### src/rtl/lz4_pkg.sv
// Shared types and constants for the LZ4 block feeder.
// Optional checksum skipping is enabled with LZ4_BLOCK_CHECKSUM_EN.
package lz4_pkg;

    typedef enum logic [2:0] {
        S_HDR,
        S_PAY,
        S_CSUM,
        S_END,
        S_ERR
    } state_t;

    localparam int HDR_BYTES  = 4;
    localparam int CSUM_BYTES = 4;
    localparam int RAW_BIT    = 31;

    // Bits needed to hold any legal block length, including the maximum.
    function automatic int cnt_width(input int max_size);
        return $clog2(max_size + 1);
    endfunction

endpackage

### src/rtl/lz4_byte_fifo.sv
// Small payload FIFO with a registered head/valid output stage.
// Pop happens whenever data is present and the consumer is ready.
module lz4_byte_fifo #(
    parameter int WIDTH = 8,
    parameter int DEPTH = 4
) (
    input  logic             clk,
    input  logic             reset,
    input  logic             push,
    input  logic [WIDTH-1:0] din,
    input  logic             out_ready,
    output logic             full,
    output logic             empty,
    output logic [WIDTH-1:0] dout,
    output logic             dout_valid
);

    localparam int AW = (DEPTH > 1) ? $clog2(DEPTH) : 1;

    logic [WIDTH-1:0] mem [DEPTH];
    logic [AW-1:0]    wr_ptr;
    logic [AW-1:0]    rd_ptr;
    logic [AW:0]      count;
    logic             pop;
    logic             push_ok;

    assign full    = (count == (AW+1)'(DEPTH));
    assign empty   = (count == '0);
    assign pop     = !empty && out_ready;
    assign push_ok = push && !full;

    // Storage array; contents need no reset since count gates reads.
    always_ff @(posedge clk) begin
        if (push_ok) mem[wr_ptr] <= din;
    end

    // Pointers and occupancy; simultaneous push and pop keep count.
    always_ff @(posedge clk or negedge reset) begin
        if (!reset) begin
            wr_ptr <= '0;
            rd_ptr <= '0;
            count  <= '0;
        end else begin
            if (push_ok) wr_ptr <= wr_ptr + 1'b1;
            if (pop)     rd_ptr <= rd_ptr + 1'b1;
            case ({push_ok, pop})
                2'b10:   count <= count + 1'b1;
                2'b01:   count <= count - 1'b1;
                default: ;
            endcase
        end
    end

    // Registered head: the popped byte is presented for one cycle.
    always_ff @(posedge clk or negedge reset) begin
        if (!reset) begin
            dout       <= '0;
            dout_valid <= 1'b0;
        end else begin
            dout_valid <= pop;
            if (pop) dout <= mem[rd_ptr];
        end
    end

endmodule

### src/rtl/lz4_block_feeder.sv
// Parses LZ4 block-size headers and forwards payload bytes only.
// Define LZ4_BLOCK_CHECKSUM_EN to skip a 4-byte checksum per block.
module lz4_block_feeder
    import lz4_pkg::*;
#(
    parameter int WORD_SIZE      = 8,
    parameter int MAX_BLOCK_SIZE = 65536,
    parameter int FIFO_DEPTH     = 4
) (
    input  logic                 clk,
    input  logic                 reset,
    input  logic [WORD_SIZE-1:0] in_byte,
    input  logic                 in_valid,
    output logic                 in_ready,
    output logic [WORD_SIZE-1:0] compressed_word,
    output logic                 write,
    input  logic                 out_ready,
    output logic                 blk_raw,
    output logic                 block_start,
    output logic                 block_done,
    output logic                 frame_end,
    output logic                 error
);

    localparam int          CW      = cnt_width(MAX_BLOCK_SIZE);
    localparam logic [31:0] MAX_LEN = 32'(MAX_BLOCK_SIZE);

    state_t        state;
    state_t        state_nx;
    logic [1:0]    idx;
    logic [23:0]   hdr_lo;
    logic [31:0]   hdr_word;
    logic [30:0]   len;
    logic          raw_b;
    logic          len_zero;
    logic          len_big;
    logic [CW-1:0] remaining;
    logic          accept;
    logic          hdr_last;
    logic          pay_last;
    logic          push;
    logic          full;
    logic          empty;
    logic          ev_load;
    logic          ev_start;
    logic          ev_done;
    logic          ev_end;
    logic          ev_err;
`ifdef LZ4_BLOCK_CHECKSUM_EN
    logic          csum_last;
`endif

    // The fourth header byte is still on in_byte when the header completes.
    assign hdr_word = {in_byte[7:0], hdr_lo};
    assign len      = hdr_word[30:0];
    assign raw_b    = hdr_word[RAW_BIT];
    assign len_zero = (len == '0);
    assign len_big  = ({1'b0, len} > MAX_LEN);

    assign accept   = in_valid && in_ready;
    assign hdr_last = accept && (state == S_HDR)
                      && (idx == 2'(HDR_BYTES - 1));
    assign pay_last = accept && (state == S_PAY)
                      && (remaining == CW'(1));
    assign push     = accept && (state == S_PAY);
`ifdef LZ4_BLOCK_CHECKSUM_EN
    assign csum_last = accept && (state == S_CSUM)
                       && (idx == 2'(CSUM_BYTES - 1));
`endif

    assign ev_end   = hdr_last && len_zero && !raw_b;
    assign ev_err   = hdr_last && len_big;
    assign ev_load  = hdr_last && !len_zero && !len_big;
    assign ev_start = ev_load || (hdr_last && len_zero && raw_b);
    assign ev_done  = pay_last || (hdr_last && len_zero && raw_b);

    // State register.
    always_ff @(posedge clk or negedge reset) begin
        if (!reset) state <= S_HDR;
        else        state <= state_nx;
    end

    // Next-state decode from the completed header or payload count.
    always_comb begin
        state_nx = state;
        case (state)
            S_HDR: begin
                if (ev_end)       state_nx = S_END;
                else if (ev_err)  state_nx = S_ERR;
                else if (ev_load) state_nx = S_PAY;
            end
            S_PAY: begin
`ifdef LZ4_BLOCK_CHECKSUM_EN
                if (pay_last) state_nx = S_CSUM;
`else
                if (pay_last) state_nx = S_HDR;
`endif
            end
`ifdef LZ4_BLOCK_CHECKSUM_EN
            S_CSUM: begin
                if (csum_last) state_nx = S_HDR;
            end
`endif
            default: ;
        endcase
    end

    // Input-side ready; a full FIFO stalls payload even if it pops now.
    always_comb begin
        in_ready = 1'b0;
        case (state)
            S_HDR:   in_ready = reset;
            S_PAY:   in_ready = reset && !full;
`ifdef LZ4_BLOCK_CHECKSUM_EN
            S_CSUM:  in_ready = reset;
`endif
            default: in_ready = 1'b0;
        endcase
    end

    // Header capture, length counter, status flags and event pulses.
    always_ff @(posedge clk or negedge reset) begin
        if (!reset) begin
            idx         <= '0;
            hdr_lo      <= '0;
            remaining   <= '0;
            blk_raw     <= 1'b0;
            block_start <= 1'b0;
            block_done  <= 1'b0;
            frame_end   <= 1'b0;
            error       <= 1'b0;
        end else begin
            block_start <= ev_start;
            block_done  <= ev_done;
            frame_end   <= ev_end;
            if (ev_err) error <= 1'b1;
            if (accept && state == S_HDR) begin
                idx    <= idx + 1'b1;
                hdr_lo <= {in_byte[7:0], hdr_lo[23:8]};
            end
`ifdef LZ4_BLOCK_CHECKSUM_EN
            if (accept && state == S_CSUM) idx <= idx + 1'b1;
`endif
            if (ev_load) begin
                remaining <= len[CW-1:0];
                blk_raw   <= raw_b;
            end else if (push) begin
                remaining <= remaining - 1'b1;
            end
        end
    end

    lz4_byte_fifo #(
        .WIDTH (WORD_SIZE),
        .DEPTH (FIFO_DEPTH)
    ) u_fifo (
        .clk        (clk),
        .reset      (reset),
        .push       (push),
        .din        (in_byte),
        .out_ready  (out_ready),
        .full       (full),
        .empty      (empty),
        .dout       (compressed_word),
        .dout_valid (write)
    );

    logic unused_ok;
    assign unused_ok = empty;

endmodule

### config.mk
export PLATFORM = sky130hd
export DESIGN_NAME = lz4_block_feeder
export DESIGN_NICKNAME = d
export VERILOG_FILES = /design/src/rtl/lz4_pkg.sv /design/src/rtl/lz4_byte_fifo.sv /design/src/rtl/lz4_block_feeder.sv
export SDC_FILE = /design/constraint.sdc
export NUM_CORES = 1
export LEC_CHECK = 0
export BUFFER_PORTS_ARGS = -buffer_cell sky130_fd_sc_hd__buf_2
export CAP_MARGIN = 0
export CORE_ASPECT_RATIO = 1.1
export CORE_MARGIN = 4
export CORE_UTILIZATION = 50
export CTS_BUF_LIST = sky130_fd_sc_hd__clkbuf_2
export DETAILED_ROUTE_END_ITERATION = 6
export PLACE_DENSITY = 0.7
export SLEW_MARGIN = 20
export SYNTH_ARGS = -nofsm -noshare
export SYNTH_HDL_FRONTEND = slang
export SYNTH_SLANG_ARGS = --single-unit
### constraint.sdc
create_clock -name clk -period 2.4 [get_ports clk]
set_input_delay 0.36 -clock clk [delete_from_list [all_inputs] [get_ports clk]]
set_output_delay 0.36 -clock clk [all_outputs]
set_load 0.05 [all_outputs]
# After elaboration in Yosys (flattened, before gate mapping)

Memories as Yosys holds them, arrays and structs flattened. A register that Yosys moved wholly into a read port is not among the register bits.
Cells that the tools add are included.

Flip-flop bits (word level): 59
Bits in writable memories: 32
Input bits: 12
Output and inout bits: 15
Word-level logic and storage cells: 69
Memories kept: 1

$add $sub $neg: 6
Magnitude comparators: 1
Equal/unequal tests: 8
Muxes and demuxes: 11
Reductions and logical operators: 29

Memories:

| name       | depth | width | rd ports | clocked after Yosys merged registers in | wr ports | RTL line            | text |
|---|---|---|---|---|---|---|---|
| u_fifo.mem | 4     | 8     | 1        | 1                                       | 1        | lz4_byte_fifo.sv:20 | `logic [WIDTH-1:0] mem [DEPTH];` |

Operators with widths:

| operator                | number |
|---|---|
| $mux W17                | 2 |
| $gt A31 B17 Y1 const B  | 1 |
| $logic_not A31 Y1       | 1 |
| $eq A17 B1 Y1 const B   | 1 |
| $sub A17 B1 Y17 const B | 1 |
| $logic_and A1 B1 Y1     | 14 |
| $mux W3                 | 4 |
| $pmux W3 S2             | 2 |
| $add A2 B1 Y2 const B   | 3 |
| $logic_not A1 Y1        | 6 |
| $logic_not A3 Y1        | 2 |
| $reduce_bool A2 Y1      | 3 |
| $eq A2 B2 Y1 const B    | 2 |
| $ne A4 B4 Y1 const B    | 1 |
| $add A3 B1 Y3 const B   | 1 |
| $eq A3 B1 Y1 const B    | 1 |
| $eq A3 B3 Y1 const B    | 1 |
| $reduce_and A3 Y1       | 1 |
| $sub A3 B1 Y3 const B   | 1 |
| $eq A2 B1 Y1 const B    | 1 |
| $logic_or A1 B1 Y1      | 2 |
| $mux W1                 | 2 |
| $ne A2 B2 Y1 const B    | 1 |
| $pmux W1 S2             | 1 |

# Logic depth before layout (Yosys ltp)

Gate-level depths: netlist of the first run.

Depth in word-level cells: 13
Mapped depth: 10
Gate-level depth less buffers: 9

# By module

From an unflattened synthesis of the first run, not the netlist that was laid out.

Cells, all modules: 331
Area, all modules: 4431.8 µm²

Modules (own cells, without submodules):

| module           | times used | cells an instance | area an instance (µm²) | seq. area each (µm²) |
|---|---|---|---|---|
| lz4_block_feeder | 1          | 218               | 2523.7                 | 1276.2 |
| lz4_byte_fifo    | 1          | 113               | 1908.1                 | 1361.3 |

# Worst setup path before layout of the first run

No wires, ideal clock.

Kind: register to register
Start: register u_fifo.count[0]
End: register u_fifo.count[2]
Setup time: 0.079 ns
Arrival: 2.222 ns
Data required time: 2.321 ns
Setup slack: 0.099 ns
Cell stages (with the launch flop): 11
Path buffers: 1
Period minus slack after synthesis: 2.301 ns
Cell sequence: dfrtp_1 > or3b_1 > and3_1 > clkbuf_1 > inv_1 > ha_1 > inv_1 > fa_1 > xor2_1 > nor2_1 > xor2_1

Longest elaborated chain between the ends: 9
Elaborated cells on any way between the ends: 16
Classes of those cells: add/sub: 2; eq/ne: 3; mux: 2; reduce/logical: 9

RTL lines:

| what                                                     | RTL line                                     | text |
|---|---|---|
| start, declared                                          | lz4_byte_fifo.sv:23                          | `logic [AW:0] count;` |
| start signal, assigned                                   | lz4_byte_fifo.sv:47                          | `2'b10: count <= count + 1'b1;` |
| start signal, assigned                                   | lz4_byte_fifo.sv:48                          | `2'b01: count <= count - 1'b1;` |
| $eq A3 B3 Y1                                             | lz4_byte_fifo.sv:27                          | `assign full = (count == (AW+1)'(DEPTH));` |
| $logic_not A1 Y1                                         | lz4_byte_fifo.sv:30, lz4_block_feeder.sv:113 |  |
| $logic_and A1 B1 Y1                                      | lz4_block_feeder.sv:113                      | `S_PAY: in_ready = reset && !full;` |
| $pmux W1 S2                                              | lz4_block_feeder.sv:111                      | `case (state)` |
| $logic_and A1 B1 Y1                                      | lz4_block_feeder.sv:60                       | `assign accept = in_valid && in_ready;` |
| $logic_and A1 B1 Y1                                      | lz4_block_feeder.sv:65                       | `assign push = accept && (state == S_PAY);` |
| $logic_and A1 B1 Y1                                      | lz4_byte_fifo.sv:30                          | `assign push_ok = push && !full;` |
| $eq A2 B1 Y1 / $eq A2 B2 Y1 (equally long branches)      | lz4_byte_fifo.sv:46                          | `case ({push_ok, pop})` |
| $pmux W3 S2 / $reduce_bool A2 Y1 (equally long branches) | --                                           |  |

Parallel ways exist; a longest one is shown, timed or not.
A chain may end at the register's enable or synchronous reset.

# Worst setup path in the final report of the first run

Ends and elaborated chain as after synthesis.

==> flow_summary.yaml, run 1 <==
outcome:
  status: "complete, no violations"
global_route:
  grt_antenna_before_repair: 0
  grt_use_total: 0.175
  overflow: 0
  grt_pass1_vias: 2589
  grt_first_pass_wirelength_mm: 13.4
  grt_max_degree: 47
timing:
  rsz0062_at_grt: "false"
  skew_ns: 0.0413
  setup_tns_ns: 0
  fin_crit_ns: 2.24
  slew_headroom: 0.612
  drv_slew: 0
  hold_viol: 0
  max_freq_ghz: 0.447
  setup_viol: 0
  tightest_slew_ns: 0.583
  layout_worst_path_cycle_share: 0.932
setup_path:
  cp-end-kind: "flop"
  crit_buf_inv: 2
  path_delay_family: "simple AND/OR/NAND/NOR gates"
  worstPathArrival_ns: 2.74
  critPathMaxStageDelay_ns: 0.47
  r2r_setup_slack_ns: 0.16
  cp_slowest_cell: "dfrtp_1"
  cp_num_cells: 9
  rr_endpoint: "u_fifo.count[2]$_DFFE_PN0P_"
  start_kind: "flop"
  cp_cell_sequence: "or3b_4 -> and3_1 -> inv_1 -> ha_1 -> inv_1 -> fa_1 -> xor2_1 -> nor2_1 -> xor2_1"
  r2r-start: "u_fifo.count[0]$_DFFE_PN0P_"
  path_class: "reg2reg"
  crit_path_max_fanout: 4
  ff2ff_path_depth: 9
  worstPathRequired_ns: 2.90
synth:
  synth_async_sr_flop_share: 0.677
  synth_top_area_share: 0.392
  synth-seq-cells: 99
  syn_nets: 337
  netlist_area_sq_mm: 0.00428
  synth-edff-count: 32
  avgSynthCellArea_sq_um: 13.5
  synth_flop_cell: "dfrtp_1"
  synth_top_area_cell: "dfrtp_1"
  yosysMostFrequentCell: "dfrtp_1"
  netlist_instances: 316
  yosysUniqueCellTypes: 51
  ys_warn_count: 0
  ys_seq_area_frac: 0.616
  synth_top_cells_by_count: "67 x dfrtp_1, 33 x nand2_1, 32 x edfxtp_1, 29 x mux2_2"
  synth_area_leaders: "dfrtp_1 39%, edfxtp_1 22%, mux2_2 7.6%, mux4_2 4.2%, nand2_1 2.9%"
floorplanning:
  die_y_microns: 105
  die_x_microns: 96.2
  initial_core_util: 0.512
  ios: 27
  coreArea_sq_mm: 0.00836
  row_count: 35
  die_area_sq_mm: 0.0101
finish:
  num_antenna_cells: 0
  nets: 385
  layout.cells.non_filler: 480
  drive_gt1_frac: 0.293
  area_growth_syn_to_layout_pct: 11.8
route:
  drt_iter0_markers: 79
  wirelength_mm: 7.86
  dr.pass1.iters: 4
  vias_per_cell: 5.41
  wl_per_cell_microns: 16.4
  drc: 0
  via_count: 2595
  drt.antenna.violating_nets: 0
cts:
  root_buffer: "clkbuf_2"
  cts_buffer_depth: 2
  clock_sinks: 99
  tritoncts: "done"
  clk_pin_slew_ns: 0.26
  numCtsBuffers: 9
  htreeDepth: 3
  clock_latency_ns: 0.55
pwr:
  sw_frac_of_total: 0.358
  intPower_mw: 2.84
  p_per_area_mw_per_mm2: 925
  p_seq_frac: 0.557
  vdd_drop_max_mv: 0.287
  p_clk_frac: 0.152
  combinationalPowerShare: 0.291
  switching_power_mw: 1.58
  power_leakage_nw: 2.10
placement:
  port_buffers: 26
  placed_cells: 453
  hpwl_mm: 5.51
  gp_congestion: 0.785
hold_path:
  hold_end: "u_fifo.mem[0][1]$_DFFE_PP_"
  min_delay_path_depth: 1
  min_from: "in_byte[1]"
  hold_class: "in2reg"
run:
  cap_viol_max_count: 0
## through the flow
step	power, mW	worst slack (ns)	utilization	cell area (sq um)	hold slack, ns
after CTS	4.41	0.0221	0.562	4700	0.00878
final	4.43	0.162	0.572	4790	0.0789
after floorplan	3.39	0.0985	-	4280	0.0644
after global placement	3.71	0.237	0.547	4580	0.447
after global routing	4.74	0.00353	0.572	4790	0.0116
after detailed placement	3.75	0.150	0.547	4580	0.451
## repair_timing
item | CTS | global route
endpoints found under the hold margin | 23 | 18
endpoints found under the setup margin | 0 | 2
setup buffers | 0 | 4
gates resized for setup | 0 | 3
hold buffers | 2 | 5
## power groups by stage
| stage | clock network, mW | logic (mW) | registers, mW |
|---|---|---|---|
| 4_1_cts | 0.695 | 1.24 | 2.48 |
| 3_3_place_gp | 0 | 1.20 | 2.50 |
| 6_report | 0.673 | 1.29 | 2.46 |
| 5_1_grt | 0.781 | 1.42 | 2.53 |
| 2_1_floorplan | 0 | 0.776 | 2.61 |
| 3_5_place_dp | 0 | 1.23 | 2.52 |
## kinds of logic after synthesis
| kind of cell | after synthesis | synth area share |
|---|---|---|
| AND/OR/NAND/NOR | 99 | 0.125 |
| buffers and inverters | 24 | 0.0246 |
| multiplexers | 38 | 0.121 |
| XOR/XNOR | 13 | 0.0284 |
| AO/OA/AOI/OAI | 34 | 0.0570 |
| adder cells (fa/ha/maj) | 9 | 0.0281 |
| flip-flops | 99 | 0.616 |
## worst max path at each step
| stage | endpoint | startpoint |
|---|---|---|
| after floorplan | u_fifo.count[2]$_DFFE_PN0P_ | u_fifo.count[0]$_DFFE_PN0P_ |
| after global placement | u_fifo.count[2]$_DFFE_PN0P_ | u_fifo.count[0]$_DFFE_PN0P_ |
| after detailed placement | u_fifo.count[2]$_DFFE_PN0P_ | u_fifo.count[0]$_DFFE_PN0P_ |
| after CTS | in_ready | reset |
| after global routing | in_ready | reset |
| final | u_fifo.count[2]$_DFFE_PN0P_ | u_fifo.count[0]$_DFFE_PN0P_ |
## routing by layer
layer,vias up,wire length [microns],GRT usage
met2,47,3890,0.264
li1,1253,-,-
met1,1283,3580,0.243
met5,-,0,0
met3,12,276,0.0475
met4,0,119,0.0569
## flip-flops by register name, indices dropped and copies added (netlist names), 2 cells and up
register,count
u_fifo.mem,32
hdr_lo,24
remaining,17
u_fifo.dout,8
state,3
u_fifo.count,3
idx,2
u_fifo.rd_ptr,2
u_fifo.wr_ptr,2
## cell usage in the layout, fill, tap and decap left out, types with 2 or more instances in the layout
cell type / count
inv_1: 12
dlygate4sd3_1: 6
a221o_1: 2
dfrtp_1: 67
a21oi_1: 2
o21ai_0: 10
clkbuf_2: 12
or3_1: 3
mux4_2: 8
and2_1: 6
a32oi_1: 2
nor2_1: 11
edfxtp_1: 32
nand2_1: 33
nor4_1: 11
and3_1: 4
ha_1: 8
nor3_1: 6
nand2b_1: 3
buf_2: 26
a211o_1: 2
buf_4: 14
xor2_1: 5
xnor2_1: 7
mux2_2: 29
nand3_1: 6
clkinvlp_4: 2
nand4b_1: 2
a31oi_1: 4
nand4_1: 2
o31ai_1: 5
## layout make-up
| cell class | count | area [sq um] |
|---|---|---|
| fill | 702 | 3580 |
| sequential | 99 | 2640 |
| multi-input combinational | 193 | 1540 |
| timing repair buffer | 48 | 329 |
| tap | 111 | 139 |
| clock buffer | 12 | 60.1 |
| inverter | 13 | 48.8 |
| clock inverter | 4 | 28.8 |
No activity file was read; power rests on OpenSTA's default activity.
==> inputs of run 2 (changes only) <==
--- a/config.mk
+++ b/config.mk
@@ -11,8 +11,10 @@
 export CORE_MARGIN = 4
 export CORE_UTILIZATION = 50
 export CTS_BUF_LIST = sky130_fd_sc_hd__clkbuf_2
+export CTS_CLUSTER_DIAMETER = 50
 export DETAILED_ROUTE_END_ITERATION = 6
 export PLACE_DENSITY = 0.7
+export RECOVER_POWER = 50
 export SLEW_MARGIN = 20
 export SYNTH_ARGS = -nofsm -noshare
 export SYNTH_HDL_FRONTEND = slang
==> run 2 against run 1 <==
Net effect:
- clock skew rose by 0.0038 ns
- cell count did not move
- combinational power about the same
- hold slack improved by 0.069 ns
- critical path type unchanged
- largest power group unchanged
==> flow_summary.yaml, run 2 (synthesized netlist as in run 1, its figures left out) <==
setup_path:
  cp_slowest_cell: "dfrtp_1"
  crit_path_max_fanout: 4
  r2r-start: "u_fifo.count[1]$_DFFE_PN0P_"
  rr_endpoint: "u_fifo.count[2]$_DFFE_PN0P_"
  path_delay_family: "simple AND/OR/NAND/NOR gates"
  r2r_setup_slack_ns: 0.16
  worstPathArrival_ns: 2.74
  critPathMaxStageDelay_ns: 0.46
  start_kind: "flop"
  cp_cell_sequence: "or3b_4 -> and3_1 -> inv_1 -> ha_1 -> inv_1 -> fa_1 -> xor2_1 -> nor2_1 -> xor2_1"
  ff2ff_path_depth: 9
  cp-end-kind: "flop"
  path_class: "reg2reg"
  crit_buf_inv: 2
  worstPathRequired_ns: 2.91
global_route:
  grt_max_degree: 47
  use_met3: 0.0475
  use_met2: 0.264
  grt_antenna_before_repair: 0
  grt_pass1_vias: 2589
  grt_first_pass_wirelength_mm: 13.4
  top_usage_layer: "met2"
  overflow: 0
  grt_use_total: 0.175
  grt_use_met1: 0.243
finish:
  layout.cells.non_filler: 480
  layout.cells.most_common_list: "67 x dfrtp_1, 33 x nand2_1, 32 x edfxtp_1, 29 x mux2_2, 21 x buf_2"
  layout_commonest_cell: "dfrtp_1"
  largest-register: "u_fifo.mem"
  final_area_sq_mm: 0.00475
  nets: 385
  num_antenna_cells: 0
  area_growth_syn_to_layout_pct: 10.9
  drive_gt1_frac: 0.266
  reg_top3: "u_fifo.mem (32), hdr_lo (24), remaining (17)"
  fillCellCount: 709
  largest_reg_flops: 32
  postLayoutCoreUtil: 0.567
placement:
  post_dp_cell_area_sq_mm: 0.00458
  gp_congestion: 0.785
  placed_cells: 453
  port_buffers: 26
  hpwl_mm: 5.51
floorplanning:
  initial_core_util: 0.512
  ios: 27
  coreArea_sq_mm: 0.00836
  die_y_microns: 105
  row_count: 35
  die_area_sq_mm: 0.0101
  die_x_microns: 96.2
timing:
  drv_slew: 0
  setup_viol: 0
  tightest_slew_ns: 1.32
  max_freq_ghz: 0.447
  layout_worst_path_cycle_share: 0.931
  fin_crit_ns: 2.24
  skew_ns: 0.0451
  slew_headroom: 0.118
  hold_viol: 0
  setup_tns_ns: 0
  rsz0062_at_grt: "false"
route:
  drc: 0
  vias_per_cell: 5.43
  via_count: 2604
  wirelength_mm: 7.86
  wl_per_cell_microns: 16.4
  dr.pass1.iters: 4
  drt.antenna.violating_nets: 0
  drt_iter0_markers: 78
cts:
  root_buffer: "clkbuf_2"
  numCtsBuffers: 9
  htreeDepth: 3
  clock_sinks: 99
  clk_pin_slew_ns: 0.27
  tritoncts: "done"
  clock_latency_ns: 0.55
  cts_buffer_depth: 2
pwr:
  vdd_drop_max_mv: 0.287
  power.total_mw: 4.41
  power_leakage_nw: 2.07
  p_per_area_mw_per_mm2: 929
hold_path:
  hold_end: "u_fifo.mem[0][1]$_DFFE_PP_"
  min_delay_path_depth: 1
  min_from: "in_byte[1]"
  hold_class: "in2reg"
run:
  cap_viol_max_count: 0
outcome:
  status: "complete, no violations"
## run 2: cell types whose count changed in the layout (fill, tap and decap cells not counted), sizes merged
cell,previous run,this run
buf,41,32
clkbuf,13,22
## run 2: what timing repair did
action	4_1_cts	5_1_grt
setup buffers	0	4
hold buffers	2	5
setup endpoints to repair	0	2
hold endpoints to repair	23	18
resized for setup	0	3
## run 2: final cells by class
cell class / count / area [sq um] / share of cell area
Sequential cell: 99 / 2640 / 0.556
Multi-Input combinational cell: 193 / 1540 / 0.323
Timing Repair Buffer: 48 / 297 / 0.0625
Tap cell: 111 / 139 / 0.0293
Clock buffer: 12 / 60.1 / 0.0127
Inverter: 13 / 48.8 / 0.0103
Clock inverter: 4 / 28.8 / 0.00606
## run 2: metal layers
metal  share of wire  routed length (microns)
met1            0.45                     3550
met3           0.038                      295
met5               0                        0
met2            0.49                     3870
met4           0.018                      138
## run 2: through the flow
| step | setup WS [ns] | hold WS (ns) |
|---|---|---|
| 6_report | 0.165 | 0.148 |
| 5_1_grt | 0.0142 | 0.0849 |
| 4_1_cts | 0.0221 | 0.00878 |
| 3_5_place_dp | 0.150 | 0.451 |
| 3_3_place_gp | 0.237 | 0.447 |
| 2_1_floorplan | 0.0985 | 0.0644 |
## run 2: how the worst max path moves through the flow
stage	endpoint	depth (start not counted)	slack, ns	start
after floorplan	u_fifo.count[2]$_DFFE_PN0P_	10	0.1	u_fifo.count[0]$_DFFE_PN0P_
after global placement	u_fifo.count[2]$_DFFE_PN0P_	9	0.24	u_fifo.count[0]$_DFFE_PN0P_
after detailed placement	u_fifo.count[2]$_DFFE_PN0P_	9	0.15	u_fifo.count[0]$_DFFE_PN0P_
after CTS	in_ready	6	0.02	reset
after global routing	in_ready	6	0.01	reset
final	u_fifo.count[2]$_DFFE_PN0P_	9	0.16	u_fifo.count[1]$_DFFE_PN0P_
## run 2: worst reg2reg max path, delay by kind of cell, from the launching register on
kind	cells	cell delay [ns]
simple gates	3	0.72
fa+ha+maj	2	0.56
flops	1	0.46
xor+xnor	2	0.30
buf+inv	2	0.16
## run 2: where the power goes
| group | total [mW] | internal (mW) | switching (mW) |
|---|---|---|---|
| Clock | 0.674 | 0.149 | 0.526 |
| Sequential | 2.46 | 2.09 | 0.369 |
| Combinational | 1.27 | 0.588 | 0.685 |
